File: config.mk
export PLATFORM = sky130hd
export DESIGN_NAME = m_serial_adder_ctrl
export DESIGN_NICKNAME = d
export VERILOG_FILES = /design/src/rtl/m_serial_adder_ctrl.sv
export SDC_FILE = /design/constraint.sdc
export NUM_CORES = 1
export LEC_CHECK = 0
export ABC_AREA = 0
export CORE_MARGIN = 2
export CORE_UTILIZATION = 50
export CTS_CLUSTER_DIAMETER = 50
export CTS_CLUSTER_SIZE = 14
export DETAILED_ROUTE_END_ITERATION = 10
export MAX_ROUTING_LAYER = met4
export PLACE_DENSITY = 0.78
export SLEW_MARGIN = 30
export SYNTH_ARGS = -nofsm -noshare
export SYNTH_HDL_FRONTEND = slang
export SYNTH_SLANG_ARGS = --single-unit
File: constraint.sdc
create_clock -name w_clk -period 2.05 [get_ports w_clk]
set_input_delay 0.41 -clock w_clk [delete_from_list [all_inputs] [get_ports w_clk]]
set_output_delay 0.41 -clock w_clk [all_outputs]
set_load 0.01 [all_outputs]
File: src/rtl/m_serial_adder_ctrl.sv
// Bit-serial adder: one shared 1-bit full-adder cell adds two WIDTH-bit operands LSB first,
// one bit per clock, behind a start/busy/done handshake with registered results.

module m_FA (
    input  logic a_i,
    input  logic b_i,
    input  logic c_i,
    output logic s_o,
    output logic co_o
);
    assign s_o  = a_i ^ b_i ^ c_i;
    assign co_o = (a_i & b_i) | (c_i & (a_i ^ b_i));
endmodule

module m_serial_adder_ctrl #(
    parameter int WIDTH = 8
) (
    input  logic             w_clk,
    input  logic             w_rst_n,
    input  logic             w_start,
    input  logic [WIDTH-1:0] w_a,
    input  logic [WIDTH-1:0] w_b,
    input  logic             w_cin,
    output logic             r_busy,
    output logic             r_done,
    output logic [WIDTH-1:0] r_sum,
    output logic             r_cout,
    output logic             r_ovf
);
    localparam int            CW       = (WIDTH > 1) ? $clog2(WIDTH) : 1;
    localparam logic [CW-1:0] LAST_BIT = CW'(WIDTH - 1);

    typedef enum logic [1:0] {
        ST_IDLE = 2'd0,
        ST_RUN  = 2'd1,
        ST_DONE = 2'd2
    } state_t;

    state_t           state_q, state_d;
    logic [WIDTH-1:0] a_q, a_d, b_q, b_d;
    logic [WIDTH-2:0] sh_q, sh_d;
    logic             carry_q, carry_d;
    logic [CW-1:0]    cnt_q, cnt_d;
    logic             busy_q, busy_d, done_q, done_d;
    logic [WIDTH-1:0] sum_q, sum_d;
    logic             cout_q, cout_d, ovf_q, ovf_d;
    logic             fa_sum_s, fa_co_s;
    logic [WIDTH-1:0] sh_next_s;

    m_FA u_fa (
        .a_i  (a_q[0]),
        .b_i  (b_q[0]),
        .c_i  (carry_q),
        .s_o  (fa_sum_s),
        .co_o (fa_co_s)
    );

    // Partial sum with the current bit inserted at the top; after WIDTH shifts it is the full sum.
    assign sh_next_s = {fa_sum_s, sh_q};

    // Next-state, datapath and output-register logic.
    always_comb begin
        state_d = state_q;
        a_d     = a_q;
        b_d     = b_q;
        sh_d    = sh_q;
        carry_d = carry_q;
        cnt_d   = cnt_q;
        busy_d  = 1'b0;
        done_d  = 1'b0;
        sum_d   = sum_q;
        cout_d  = cout_q;
        ovf_d   = ovf_q;
        case (state_q)
            // DONE also samples w_start so back-to-back ops repeat every WIDTH+1 cycles.
            ST_IDLE, ST_DONE: begin
                if (w_start) begin
                    a_d     = w_a;
                    b_d     = w_b;
                    sh_d    = {(WIDTH-1){1'b0}};
                    carry_d = w_cin;
                    cnt_d   = {CW{1'b0}};
                    busy_d  = 1'b1;
                    state_d = ST_RUN;
                end else begin
                    state_d = ST_IDLE;
                end
            end
            ST_RUN: begin
                a_d     = {1'b0, a_q[WIDTH-1:1]};
                b_d     = {1'b0, b_q[WIDTH-1:1]};
                sh_d    = sh_next_s[WIDTH-1:1];
                carry_d = fa_co_s;
                if (cnt_q == LAST_BIT) begin
                    cnt_d   = {CW{1'b0}};
                    done_d  = 1'b1;
                    sum_d   = sh_next_s;
                    cout_d  = fa_co_s;
                    ovf_d   = carry_q ^ fa_co_s;
                    state_d = ST_DONE;
                end else begin
                    cnt_d   = cnt_q + CW'(1);
                    busy_d  = 1'b1;
                    state_d = ST_RUN;
                end
            end
            default: begin
                state_d = ST_IDLE;
            end
        endcase
    end

    // State and output registers with synchronous active-low reset.
    always_ff @(posedge w_clk) begin
        if (!w_rst_n) begin
            state_q <= ST_IDLE;
            a_q     <= {WIDTH{1'b0}};
            b_q     <= {WIDTH{1'b0}};
            sh_q    <= {(WIDTH-1){1'b0}};
            carry_q <= 1'b0;
            cnt_q   <= {CW{1'b0}};
            busy_q  <= 1'b0;
            done_q  <= 1'b0;
            sum_q   <= {WIDTH{1'b0}};
            cout_q  <= 1'b0;
            ovf_q   <= 1'b0;
        end else begin
            state_q <= state_d;
            a_q     <= a_d;
            b_q     <= b_d;
            sh_q    <= sh_d;
            carry_q <= carry_d;
            cnt_q   <= cnt_d;
            busy_q  <= busy_d;
            done_q  <= done_d;
            sum_q   <= sum_d;
            cout_q  <= cout_d;
            ovf_q   <= ovf_d;
        end
    end

    assign r_busy = busy_q;
    assign r_done = done_q;
    assign r_sum  = sum_q;
    assign r_cout = cout_q;
    assign r_ovf  = ovf_q;

endmodule

Yosys cells after proc, flatten, opt, wreduce, memory -nomap -nowiden
Index checks and enable logic that the tools add are counted.

storage, ports and cells
  output and inout bits = 12
  register bits = 41
  bits of input ports = 20

operators by class
  mux-type cells = 18
  add/sub/neg operators = 1
  reductions and logical operators = 6
  bitwise logic cells = 6
  equality and inequality tests = 4

operators by type and width
  kind                 number
  $pmux 8 s2           2
  $mux 8               2
  $pmux 7 s2           1
  $mux 7               1
  $mux 3               2
  $pmux 3 s2           1
  $reduce_and 2->1     3
  $mux 1               5
  $pmux 1 s2           2
  $pmux 2 s2           1
  $add 3x1->3 const B  1
  $eq 3x3->1 const B   1
  $xor 1x1->1          3
  $and 1x1->1          2
  $eq 2x1->1 const B   1
  $eq 2x2->1 const B   1
  $logic_not 2->1      1
  $mux 2               1
  $ne 2x2->1 const B   1
  $reduce_bool 2->1    1
  $reduce_or 2->1      1
  $or 1x1->1           1

Longest topological paths before layout
  word-level depth = 4
  mapped depth = 6
  mapped depth without buffers = 5

By module
A second synthesis with hierarchy kept.

unflattened totals
  cell total of the unflattened synthesis = 195
  area, all modules = 1657.8 µm²

by module, submodules not included
  module               area each (µm²)  seq. area each (µm²)  cells each  instances
  m_serial_adder_ctrl  1637.8           800.8                 194         1
  m_FA                 20.0             0.0                   1           1

Worst setup path after synthesis
No wires, ideal clock.

  path kind = register to register
  start = register cnt_q[0]
  end = register ovf_q, in the netlist r_ovf
  data arrival time = 1.263 ns
  required time = 1.934 ns
  stages on the path, launching flop included = 6
  setup slack = 0.671 ns
  library setup time = 0.116 ns
  buffers on the path = 1
  cells stage by stage = dfxtp_1 ha_1 ha_1 and3b_1 buf_4 o211a_1

on the way
  word-level cells in the longest chain between the ends = 2

ends and longest elaborated chain
  what                        RTL line  source
  start, declared             43        logic [CW-1:0] cnt_q, cnt_d;
  start signal, assigned      121       cnt_q <= {CW{1'b0}};
  start signal, assigned      133       cnt_q <= cnt_d;
  $eq 3x3->1                  94        if (cnt_q == LAST_BIT) begin
  $reduce_and 2->1 (no line)  -
  end signal, assigned        138       ovf_q <= ovf_d;
  end, declared               46        logic cout_q, cout_d, ovf_q, ovf_d;

Every way passes these cells.
A chain may end at the register's enable or synchronous reset.

==> flow_summary_export.csv <==
group,metric,value,unit
final_layout,drive_gt1_share,5.769,%
logic_synthesis,synth_top_cell_by_area,"dfxtp_1",
logic_synthesis,yosys_warnings,0,
power,p_leak,0.7231,nW
sta,skew,0.01200,ns
floorplan,die_x,61.10,microns
cts,h-tree-depth,2,
global_route,antenna_found_initial,0,
place,gp_congestion,0.7262,
power,power_density,759.6,nW/um^2
floorplan,initial_utilization,52.97,%
route,drt-initial-drc-count,50,
floorplan,die_area,3733,sq um
route,drt_wl_total,3127,microns
place,dpl_cell_area,1954,sq um
cts,cts_made_buffers,5,
floorplan,coreArea,3078,sq um
place,dp_hpwl,2184,microns
route,drtPass1Iterations,4,
sta,finalSetupTns,0,ns
logic_synthesis,synth-seq-area-share,49.12,%
logic_synthesis,yosysUniqueCellTypes,26,
critical_path,r2r_cells,5,
critical_path,max_stage_delay,0.59,ns
cts,cts_root_buffer,"clkbuf_4",
logic_synthesis,synth-seq-cells,40,
final_layout,final_core_utilization,65.98,%
logic_synthesis,avgSynthCellArea,9.108,sq um
sta,period_minus_slack,1.815,ns
critical_path,critical_path_class,"reg2out",
sta,setup_viol,0,
sta,finalCritPeriodShare,88.53,%
critical_path,end_kind,"output pin",
worst_hold_path,hold_class,"reg2reg",
route,drc,0,
logic_synthesis,synthTopCellsByCount,"40 x dfxtp_1, 29 x nand2_1, 15 x nor2_1, 15 x nor3_1, 15 x o221ai_1",
cts,cts-resized-gates,0,
critical_path,start_kind,"register",
sta,maxSlewHeadroom,70.21,%
final_layout,syn2layout_area_growth,24.56,%
critical_path,crit_family,"buffers and inverters",
final_layout,num_antenna_cells,0,
power,total_power,1.543,mW
sta,worst_pin_slew,0.4469,ns
route,via_count,1401,
logic_synthesis,synthCells,179,
logic_synthesis,async_reset_ff_share,0,%
critical_path,crit_buf_inv,1,
global_route,overflow,0,
run_status,status,"complete, no violations",
cts,cts_setup_buffers,0,
route,viasPerCell,5.560,
sta,timing.fmax,551.0,MHz
global_route,grt_max_degree,41,
logic_synthesis,synth_area_leaders,"dfxtp_1 49%, o221ai_1 8.1%, nand2_1 6.7%",
critical_path,cp.depth,1,
logic_synthesis,yosysMostFrequentCell,"dfxtp_1",
critical_path,cp_cell_sequence,"clkdlybuf4s50_1",
sta,rsz0062_at_grt,"no",
critical_path,arrival,1.40,ns
sta,hold_slack,0.4676,ns
worst_hold_path,holdPathStages,2,
cts,clock_latency,0.36,ns
logic_synthesis,syn_area,1630,sq um
logic_synthesis,synth_flop_cell,"dfxtp_1",
sta,slew_viol_final,0,
logic_synthesis,synth.top_cell.area_share,49.12,%
cts,cts.path.max_buffers,2,
critical_path,worst-path-max-fanout,9,
critical_path,crit_slowest_cell,"clkdlybuf4s50_1",
global_route,grt_pass1_wl,4919,microns
route,wl_per_cell,12.41,microns
cts,clk_pin_slew_worst_paths,0.12,ns
floorplan,row_count,20,
final_layout,final_area,2031,sq um
logic_synthesis,synth_edf_count,0,
floorplan,die_h,61.10,microns
final_layout,nets,230,
job,cap_viol_max_count,0,
route,ant_nets,0,
critical_path,required,1.64,ns
cts,cts_tree,"done",
cts,cts_num_sinks,40,
cts,hold_buffers,0,
global_route,track_usage,19.08,%
floorplan,ios,32,
sta,hold_violations,0,
logic_synthesis,syn_nets,202,
power,peakVddDrop,0.4029,mV
global_route,grt_pass1_vias,1148,
place,io_buffers,31,
-- per-layer routing --
layer | wire length (microns) | GRT usage [%] | share of wire (%)
met1 | 1343 | 19.45 | 43
met2 | 1551 | 33.13 | 50
met3 | 153 | 4.412 | 4.9
met4 | 78 | 11.18 | 2.5
met5 | 0 | - | 0
-- final timing paths --
check             start       end  slack, ns
min reg2reg    r_sum[2]  r_sum[2]       0.47
min            r_sum[2]  r_sum[2]       0.47
max          state_q[0]    r_busy       0.24
max reg2reg    cnt_q[0]    r_cout       0.47
-- through the flow --
step / setup WS [ns] / std cells
floorplan: 0.6712 / 179
global placement: 0.5031 / 244
detailed placement: 0.4734 / 244
CTS: 0.2157 / 252
global route: 0.1636 / 252
finish: 0.2351 / 252
-- cells in the final DEF, fill, tap and decap left out, types with 2 or more instances in the layout --
cell type        Yosys  final
a21boi_1             5      5
a31oi_1              2      2
dfxtp_1             40     40
o221ai_1            15     15
and2_1               3      3
nand2_1             29     29
ha_1                 2      2
nor3_1              15     15
clkbuf_4             0      5
buf_4                4      4
clkdlybuf4s50_1      0     31
nor2b_1              3      3
nor2_1              15     15
nand3_1             10     10
a21boi_0            14     14
nand2b_1             2      2
-- state kept, by name, summed over array words and instances (netlist names) --
register and count:
sh_q 7, a_q 8, carry_q 1, r_ovf 1, r_sum 8, r_cout 1
b_q 8, r_done 1, cnt_q 3, state_q 2
-- kinds of logic after synthesis --
family	synth area share (%)
AND/OR/NAND/NOR	23.48
flip-flops	49.12
AO/OA/AOI/OAI	18.50
buffers and inverters	5.603
adder cells (fa/ha/maj)	2.763
XOR/XNOR	0.5373
-- final cells by class --
type,instances,area (sq um)
well taps,44,55.05
clock buffers,6,41.29
fillers,272,1047
multi-input cells,124,738.2
flip-flops and latches,40,800.8
clock inverters,2,35.03
repair buffers,36,360.3
-- where the power goes --
part           switching [mW]  internal (mW)
Clock                   0.247          0.256
Combinational          0.0961          0.102
Sequential             0.0260          0.816
Power figures use the tool's default switching activity.
